===== src/rtl/axi_arb_pkg.sv =====
// Shared types and widths for the AXI4 write-path arbiter.
// Provides burst/response enums, AW FSM states and midx_w().
package axi_arb_pkg;

  localparam int LEN_W   = 8;
  localparam int SIZE_W  = 3;
  localparam int BURST_W = 2;
  localparam int RESP_W  = 2;

  typedef enum logic [1:0] {
    BURST_FIXED = 2'd0,
    BURST_INCR  = 2'd1,
    BURST_WRAP  = 2'd2,
    BURST_RSVD  = 2'd3
  } burst_t;

  typedef enum logic [1:0] {
    RESP_OKAY   = 2'd0,
    RESP_EXOKAY = 2'd1,
    RESP_SLVERR = 2'd2,
    RESP_DECERR = 2'd3
  } resp_t;

  typedef enum logic {
    AW_IDLE  = 1'b0,
    AW_GRANT = 1'b1
  } aw_state_t;

  function automatic int midx_w(input int n);
    return (n <= 2) ? 1 : $clog2(n);
  endfunction

endpackage


===== src/rtl/axi_arb_fifo.sv =====
// Synchronous FIFO holding granted master indices in AW order.
// Ports: clk/rst_n, push_i/data_i, pop_i, head_o, full_o, empty_o.
module axi_arb_fifo #(
  parameter int DEPTH = 4,
  parameter int WIDTH = 2
) (
  input  logic             clk,
  input  logic             rst_n,
  input  logic             push_i,
  input  logic [WIDTH-1:0] data_i,
  input  logic             pop_i,
  output logic [WIDTH-1:0] head_o,
  output logic             full_o,
  output logic             empty_o
);

  localparam int PW = (DEPTH > 1) ? $clog2(DEPTH) : 1;
  localparam int CW = $clog2(DEPTH + 1);

  logic [WIDTH-1:0] mem_q [DEPTH];
  logic [PW-1:0]    wp_q, wp_d;
  logic [PW-1:0]    rp_q, rp_d;
  logic [CW-1:0]    cnt_q, cnt_d;
  logic             do_push, do_pop;

  function automatic logic [PW-1:0] inc(
    input logic [PW-1:0] p
  );
    return (p == PW'(DEPTH - 1)) ? '0 : p + 1'b1;
  endfunction

  assign full_o  = (cnt_q == CW'(DEPTH));
  assign empty_o = (cnt_q == '0);
  assign head_o  = mem_q[rp_q];
  assign do_push = push_i & ~full_o;
  assign do_pop  = pop_i & ~empty_o;

  always_comb begin
    wp_d  = do_push ? inc(wp_q) : wp_q;
    rp_d  = do_pop ? inc(rp_q) : rp_q;
    cnt_d = cnt_q;
    unique case (1'b1)
      (do_push & ~do_pop): cnt_d = cnt_q + 1'b1;
      (do_pop & ~do_push): cnt_d = cnt_q - 1'b1;
      default:             cnt_d = cnt_q;
    endcase
  end

  always_ff @(posedge clk or negedge rst_n) begin
    if (!rst_n) begin
      wp_q  <= '0;
      rp_q  <= '0;
      cnt_q <= '0;
    end else begin
      wp_q  <= wp_d;
      rp_q  <= rp_d;
      cnt_q <= cnt_d;
    end
  end

  always_ff @(posedge clk) begin
    if (do_push) mem_q[wp_q] <= data_i;
  end

endmodule


===== src/rtl/axi_wr_arbiter.sv =====
// N-to-1 AXI4 write arbiter: round-robin AW, W in grant order, B by ID.
// Ports: per-master s_aw*/s_w*/s_b* (packed slices), one m_aw*/m_w*/m_b*.
module axi_wr_arbiter
  import axi_arb_pkg::*;
#(
  parameter  int NUM_MASTERS  = 4,
  parameter  int ID_WIDTH     = 4,
  parameter  int ADDR_WIDTH   = 32,
  parameter  int DATA_WIDTH   = 32,
  parameter  int W_FIFO_DEPTH = 4,
  localparam int MIDX_W       = midx_w(NUM_MASTERS),
  localparam int N            = NUM_MASTERS,
  localparam int SW           = DATA_WIDTH / 8
) (
  input  logic                       aclk,
  input  logic                       aresetn,
  input  logic [N*ID_WIDTH-1:0]      s_awid,
  input  logic [N*ADDR_WIDTH-1:0]    s_awaddr,
  input  logic [N*LEN_W-1:0]         s_awlen,
  input  logic [N*SIZE_W-1:0]        s_awsize,
  input  logic [N*BURST_W-1:0]       s_awburst,
  input  logic [N-1:0]               s_awvalid,
  output logic [N-1:0]               s_awready,
  input  logic [N*DATA_WIDTH-1:0]    s_wdata,
  input  logic [N*SW-1:0]            s_wstrb,
  input  logic [N-1:0]               s_wlast,
  input  logic [N-1:0]               s_wvalid,
  output logic [N-1:0]               s_wready,
  output logic [ID_WIDTH-1:0]        s_bid,
  output logic [RESP_W-1:0]          s_bresp,
  output logic [N-1:0]               s_bvalid,
  input  logic [N-1:0]               s_bready,
  output logic [ID_WIDTH+MIDX_W-1:0] m_awid,
  output logic [ADDR_WIDTH-1:0]      m_awaddr,
  output logic [LEN_W-1:0]           m_awlen,
  output logic [SIZE_W-1:0]          m_awsize,
  output logic [BURST_W-1:0]         m_awburst,
  output logic                       m_awvalid,
  input  logic                       m_awready,
  output logic [DATA_WIDTH-1:0]      m_wdata,
  output logic [SW-1:0]              m_wstrb,
  output logic                       m_wlast,
  output logic                       m_wvalid,
  input  logic                       m_wready,
  input  logic [ID_WIDTH+MIDX_W-1:0] m_bid,
  input  logic [RESP_W-1:0]          m_bresp,
  input  logic                       m_bvalid,
  output logic                       m_bready
);

  aw_state_t   state_q, state_d;
  logic [MIDX_W-1:0] gnt_q, gnt_d;
  logic [MIDX_W-1:0] rr_q, rr_d;
  logic [MIDX_W-1:0] pick;
  logic [MIDX_W-1:0] head;
  logic [MIDX_W-1:0] bidx;
  logic        fifo_push, fifo_pop;
  logic        fifo_full, fifo_empty;
  logic        b_hit;
  int          gi, hi;

  function automatic logic [MIDX_W-1:0] rr_pick(
    input logic [N-1:0]      req,
    input logic [MIDX_W-1:0] ptr
  );
    logic [MIDX_W:0]   s;
    logic [MIDX_W-1:0] k;
    logic [MIDX_W-1:0] r;
    logic              f;
    r = '0;
    f = 1'b0;
    for (int i = 0; i < N; i++) begin
      s = {1'b0, ptr} + (MIDX_W+1)'(i);
      if (s >= (MIDX_W+1)'(N)) s = s - (MIDX_W+1)'(N);
      k = s[MIDX_W-1:0];
      if (!f && req[k]) begin
        f = 1'b1;
        r = k;
      end
    end
    return r;
  endfunction

  assign pick = rr_pick(s_awvalid, rr_q);

  always_comb begin
    state_d   = state_q;
    gnt_d     = gnt_q;
    rr_d      = rr_q;
    m_awvalid = 1'b0;
    fifo_push = 1'b0;
    unique case (state_q)
      AW_IDLE: begin
        if (|s_awvalid && !fifo_full) begin
          gnt_d   = pick;
          state_d = AW_GRANT;
        end
      end
      AW_GRANT: begin
        m_awvalid = 1'b1;
        if (m_awready) begin
          fifo_push = 1'b1;
          rr_d      = (gnt_q == MIDX_W'(N - 1))
                    ? '0 : gnt_q + 1'b1;
          state_d   = AW_IDLE;
        end
      end
    endcase
  end

  always_ff @(posedge aclk or negedge aresetn) begin
    if (!aresetn) begin
      state_q <= AW_IDLE;
      gnt_q   <= '0;
      rr_q    <= '0;
    end else begin
      state_q <= state_d;
      gnt_q   <= gnt_d;
      rr_q    <= rr_d;
    end
  end

  assign gi        = int'(gnt_q);
  assign m_awid    = {gnt_q, s_awid[gi*ID_WIDTH +: ID_WIDTH]};
  assign m_awaddr  = s_awaddr[gi*ADDR_WIDTH +: ADDR_WIDTH];
  assign m_awlen   = s_awlen[gi*LEN_W +: LEN_W];
  assign m_awsize  = s_awsize[gi*SIZE_W +: SIZE_W];
  assign m_awburst = s_awburst[gi*BURST_W +: BURST_W];

  always_comb begin
    s_awready = '0;
    if (state_q == AW_GRANT) s_awready[gnt_q] = m_awready;
  end

  axi_arb_fifo #(
    .DEPTH (W_FIFO_DEPTH),
    .WIDTH (MIDX_W)
  ) u_fifo (
    .clk     (aclk),
    .rst_n   (aresetn),
    .push_i  (fifo_push),
    .data_i  (gnt_q),
    .pop_i   (fifo_pop),
    .head_o  (head),
    .full_o  (fifo_full),
    .empty_o (fifo_empty)
  );

  assign hi       = int'(head);
  assign m_wdata  = s_wdata[hi*DATA_WIDTH +: DATA_WIDTH];
  assign m_wstrb  = s_wstrb[hi*SW +: SW];
  assign m_wlast  = s_wlast[head];
  assign m_wvalid = ~fifo_empty & s_wvalid[head];
  assign fifo_pop = m_wvalid & m_wready & m_wlast;

  always_comb begin
    s_wready = '0;
    if (!fifo_empty) s_wready[head] = m_wready;
  end

  // Out-of-range master indices are sunk so the slave never stalls.
  // Reset masks the B path so it is quiet while aresetn is low.
  assign bidx    = m_bid[ID_WIDTH +: MIDX_W];
  assign b_hit   = ({1'b0, bidx} < (MIDX_W+1)'(N));
  assign s_bid   = m_bid[ID_WIDTH-1:0];
  assign s_bresp = m_bresp;

  always_comb begin
    s_bvalid = '0;
    m_bready = 1'b0;
    if (aresetn) begin
      if (b_hit) begin
        s_bvalid[bidx] = m_bvalid;
        m_bready       = s_bready[bidx];
      end else begin
        m_bready = 1'b1;
      end
    end
  end

endmodule


===== config.mk =====
export PLATFORM = sky130hd
export DESIGN_NAME = axi_wr_arbiter
export DESIGN_NICKNAME = d
export VERILOG_FILES = /design/src/rtl/axi_arb_pkg.sv /design/src/rtl/axi_arb_fifo.sv /design/src/rtl/axi_wr_arbiter.sv
export SDC_FILE = /design/constraint.sdc
export NUM_CORES = 1
export LEC_CHECK = 0
export CAP_MARGIN = 20
export CORE_AREA = 2 2 185 187
export DETAILED_ROUTE_END_ITERATION = 7
export DIE_AREA = 0 0 187 189
export GPL_TIMING_DRIVEN = 1
export PLACE_DENSITY_LB_ADDON = 0.2
export REMOVE_ABC_BUFFERS = 1
export SLEW_MARGIN = 20
export SYNTH_ARGS = -nofsm -noshare
export SYNTH_HDL_FRONTEND = slang
export SYNTH_SLANG_ARGS = --single-unit

===== constraint.sdc =====
create_clock -name aclk -period 3.6 [get_ports aclk]
set_input_delay 0.9 -clock aclk [delete_from_list [all_inputs] [get_ports aclk]]
set_output_delay 0.9 -clock aclk [all_outputs]
set_load 0.005 [all_outputs]

==> metrics.cfg <==
[die]
coreArea_um2 = 33300
initial_core_util_pct = 10.2
io_pins = 478
fp.dieArea_um2 = 35300
die_w_um = 187
fp-row-count = 67
die_h_um = 189

[power_and_ir_drop]
finalPower_w = 0.00464
irDropWorstVdd_mv = 0.245
powerDensity_nw_per_um2 = 538
power.leakage_nw = 3.06

[flow_run]
drv_cap = 0

[critical_path]
r2r-end = u_fifo.cnt_q[2]
reg2reg_depth = 12
crit_type = primary input to primary output
cp.required_ns = 2.70
path_max_fanout = 4
arrival_ns = 2.54
reg2reg_slack_ns = 0.69
r2r-start = u_fifo.rp_q[0]
startpoint_type = primary input
endpoint_kind = primary output

[placed_design]
dp_cells = 1129
routabilityCongestion = 0.722
place_hpwl_um = 17200
port_buffers = 465
pre_cts_ws_ns = 0.143

[hold_path]
hold_path_end = rr_q[0]
min_delay_path_depth = 2
min_from = rr_q[0]
hold_class = flop to flop

[sta]
slew-limit-headroom_pct = 68.8
rsz0062_at_grt = false
final-hold-violation-count = 0
fin_crit_sh_pct = 95.6
maxSlewViolCount = 0
fmax_mhz = 291
setup_viol = 0
min_period_ns = 3.44
holdWs_ns = 0.515
clock_skew_ns = 0.00108
tns_ns = 0
worst_pin_slew_ns = 0.468
setup_ws_ns = 0.160

[outcome]
outcome = finished, final reports clean

[global_routing]
grt_util_all_layers_pct = 10.4
antenna_found_initial = 1
grt_max_degree = 34
grt_pass1_wl_um = 28400
grt_pass1_vias = 4807
grt_overflow = 0

[detailed_routing]
wl_met3_um = 1940
wl_per_cell_um = 17.0
routed.top_layer = met4
firstDrtPassIters = 4
ant_nets = 0
dr_wl_met2_um = 10700
initialDrtViolationCount = 91
routed_wl_um = 19200
drc = 0
wl_met1_um = 6510
num_vias = 4199
viasPerCell = 3.71

[synth]
yosysSeqAreaShare_pct = 16.0
synth.ff_latch_count = 20
ys_types = 31
mappedNetlistArea_um2 = 3390
syn-instance-count = 231
yosysWarnings = 0
avgSynthCellArea_um2 = 14.7

[cts]
h-tree-depth = 1
cts_buffers = 3
cts-root-buf = clkbuf_16
path_clk_slew_ns = 0.05
cts_buffer_depth = 2
clock_latency_ns = 0.25
hold_buffers = 0
cts.sinks = 20
postCtsSetupBuffers = 0
cts_resized = 0
cts_tree = yes

[cells_and_area]
drive_above_1_share_pct = 15.3
nFillCells = 3526
final_nets = 1066
n_antenna_cell = 0
syn_to_final_growth_pct = 155
stdcell_count = 1133

-- cells in the final DEF, fill, tap and decap left out, types with 3 or more instances in the layout --
cell type	netlist	layout
buf_12	3	4
clkbuf_16	0	3
mux4_1	7	6
nand2_1	9	9
mux2_2	6	6
mux2i_1	7	7
clkdlybuf4s50_1	0	465
o21ai_0	6	6
nor2_1	13	13
buf_4	7	8
edfxtp_1	8	8
nor3_1	5	5
and3_1	5	5
inv_1	13	13
dfrtp_1	12	10
mux4_2	81	82
ha_1	10	10
and2_1	6	6
a21oi_1	3	3
-- synth_stat cells --
master	n	area (um^2)
edfxtp_1	8	240
inv_1	13	48.8
and3_1	5	31.3
a21o_1	1	7.51
mux4_2	81	1820
o21ai_0	6	30.0
xnor2_1	1	8.76
nor3_1	5	25.0
nand2b_1	2	12.5
o31ai_1	1	7.51
xor2_1	2	17.5
a21oi_1	3	15.0
buf_2	7	35.0
buf_6	1	11.3
ha_1	10	125
buf_4	7	52.6
and2_1	6	37.5
a221oi_1	1	8.76
dfrtp_1	12	300
mux4_1	7	184
mux2_2	6	67.6
o31a_1	2	17.5
nand2_1	9	33.8
buf_1	1	3.75
mux2i_1	7	70.1
nand3_1	1	5.00
fa_1	1	20.0
nor4_1	1	6.26
nor2_1	13	48.8
buf_12	3	60.1
clkbuf_1	8	30.0
-- power by group --
part / internal, W / switching, W
Clock: 0.000148 / 0.0000785
Combinational: 0.00257 / 0.00137
Sequential: 0.000343 / 0.000132
Total: 0.00306 / 0.00158
-- critical path, stage by stage --
cell and delay [ns]:
clkdlybuf4s50_1 0.54, mux4_2 0.50, and2_1 0.16, clkdlybuf4s50_1 0.44
-- layer usage --
layer | GRT usage [%] | up-vias
li1 | - | 1892
met1 | 10.2 | 2002
met2 | 21.2 | 297
met3 | 3.65 | 8
met4 | 1.04 | 0
met5 | 0 | -
-- metrics by stage --
step / area, um^2 / utilization (%)
floorplan: 3190 / -
global placement: 8550 / 25.7
detailed placement: 8550 / 25.7
CTS: 8630 / 25.9
global route: 8630 / 25.9
finish: 8630 / 25.9
-- worst max path at each step --
stage                    from      endpoint  slack [ns]  cells past startpoint
3_5_place_dp         m_bid[4]      m_bready        0.14                      4
5_1_grt        u_fifo.rp_q[0]    m_wstrb[2]        0.05                      4
2_1_floorplan        gnt_q[0]  s_awready[2]       -0.17                      3
4_1_cts        u_fifo.rp_q[0]    m_wstrb[2]        0.11                      4
3_3_place_gp         m_bid[4]      m_bready        0.14                      4
6_report             m_bid[4]      m_bready        0.16                      4
-- registers in the layout, indices dropped and copies added (netlist names) --
register and flops:
u_fifo.mem_q 8, u_fifo.cnt_q 3, gnt_q 2, rr_q 2, u_fifo.rp_q 2, u_fifo.wp_q 2, state_q 1
-- kinds of logic after synthesis --
family	count (synthesis)	synth area share (%)
AND/OR/NAND/NOR	42	5.91
AO/OA/AOI/OAI	14	2.55
flip-flops	20	16.0
adder cells (fa/ha/maj)	11	4.29
buffers and inverters	40	7.13
multiplexers	101	63.4
XOR/XNOR	3	0.776
-- layout make-up --
class                           instances  area [um^2]  share of cell area [%]
Multi-Input combinational cell        171         2600                    30.1
Timing Repair Buffer                  477         4790                    55.6
Sequential cell                        20          546                    6.32
Clock inverter                          1         3.75                  0.0435
Tap cell                              448          561                    6.50
Inverter                               13         48.8                   0.566
Clock buffer                            3         75.1                   0.870
Note: power is estimated with default switching activity, not from simulation.
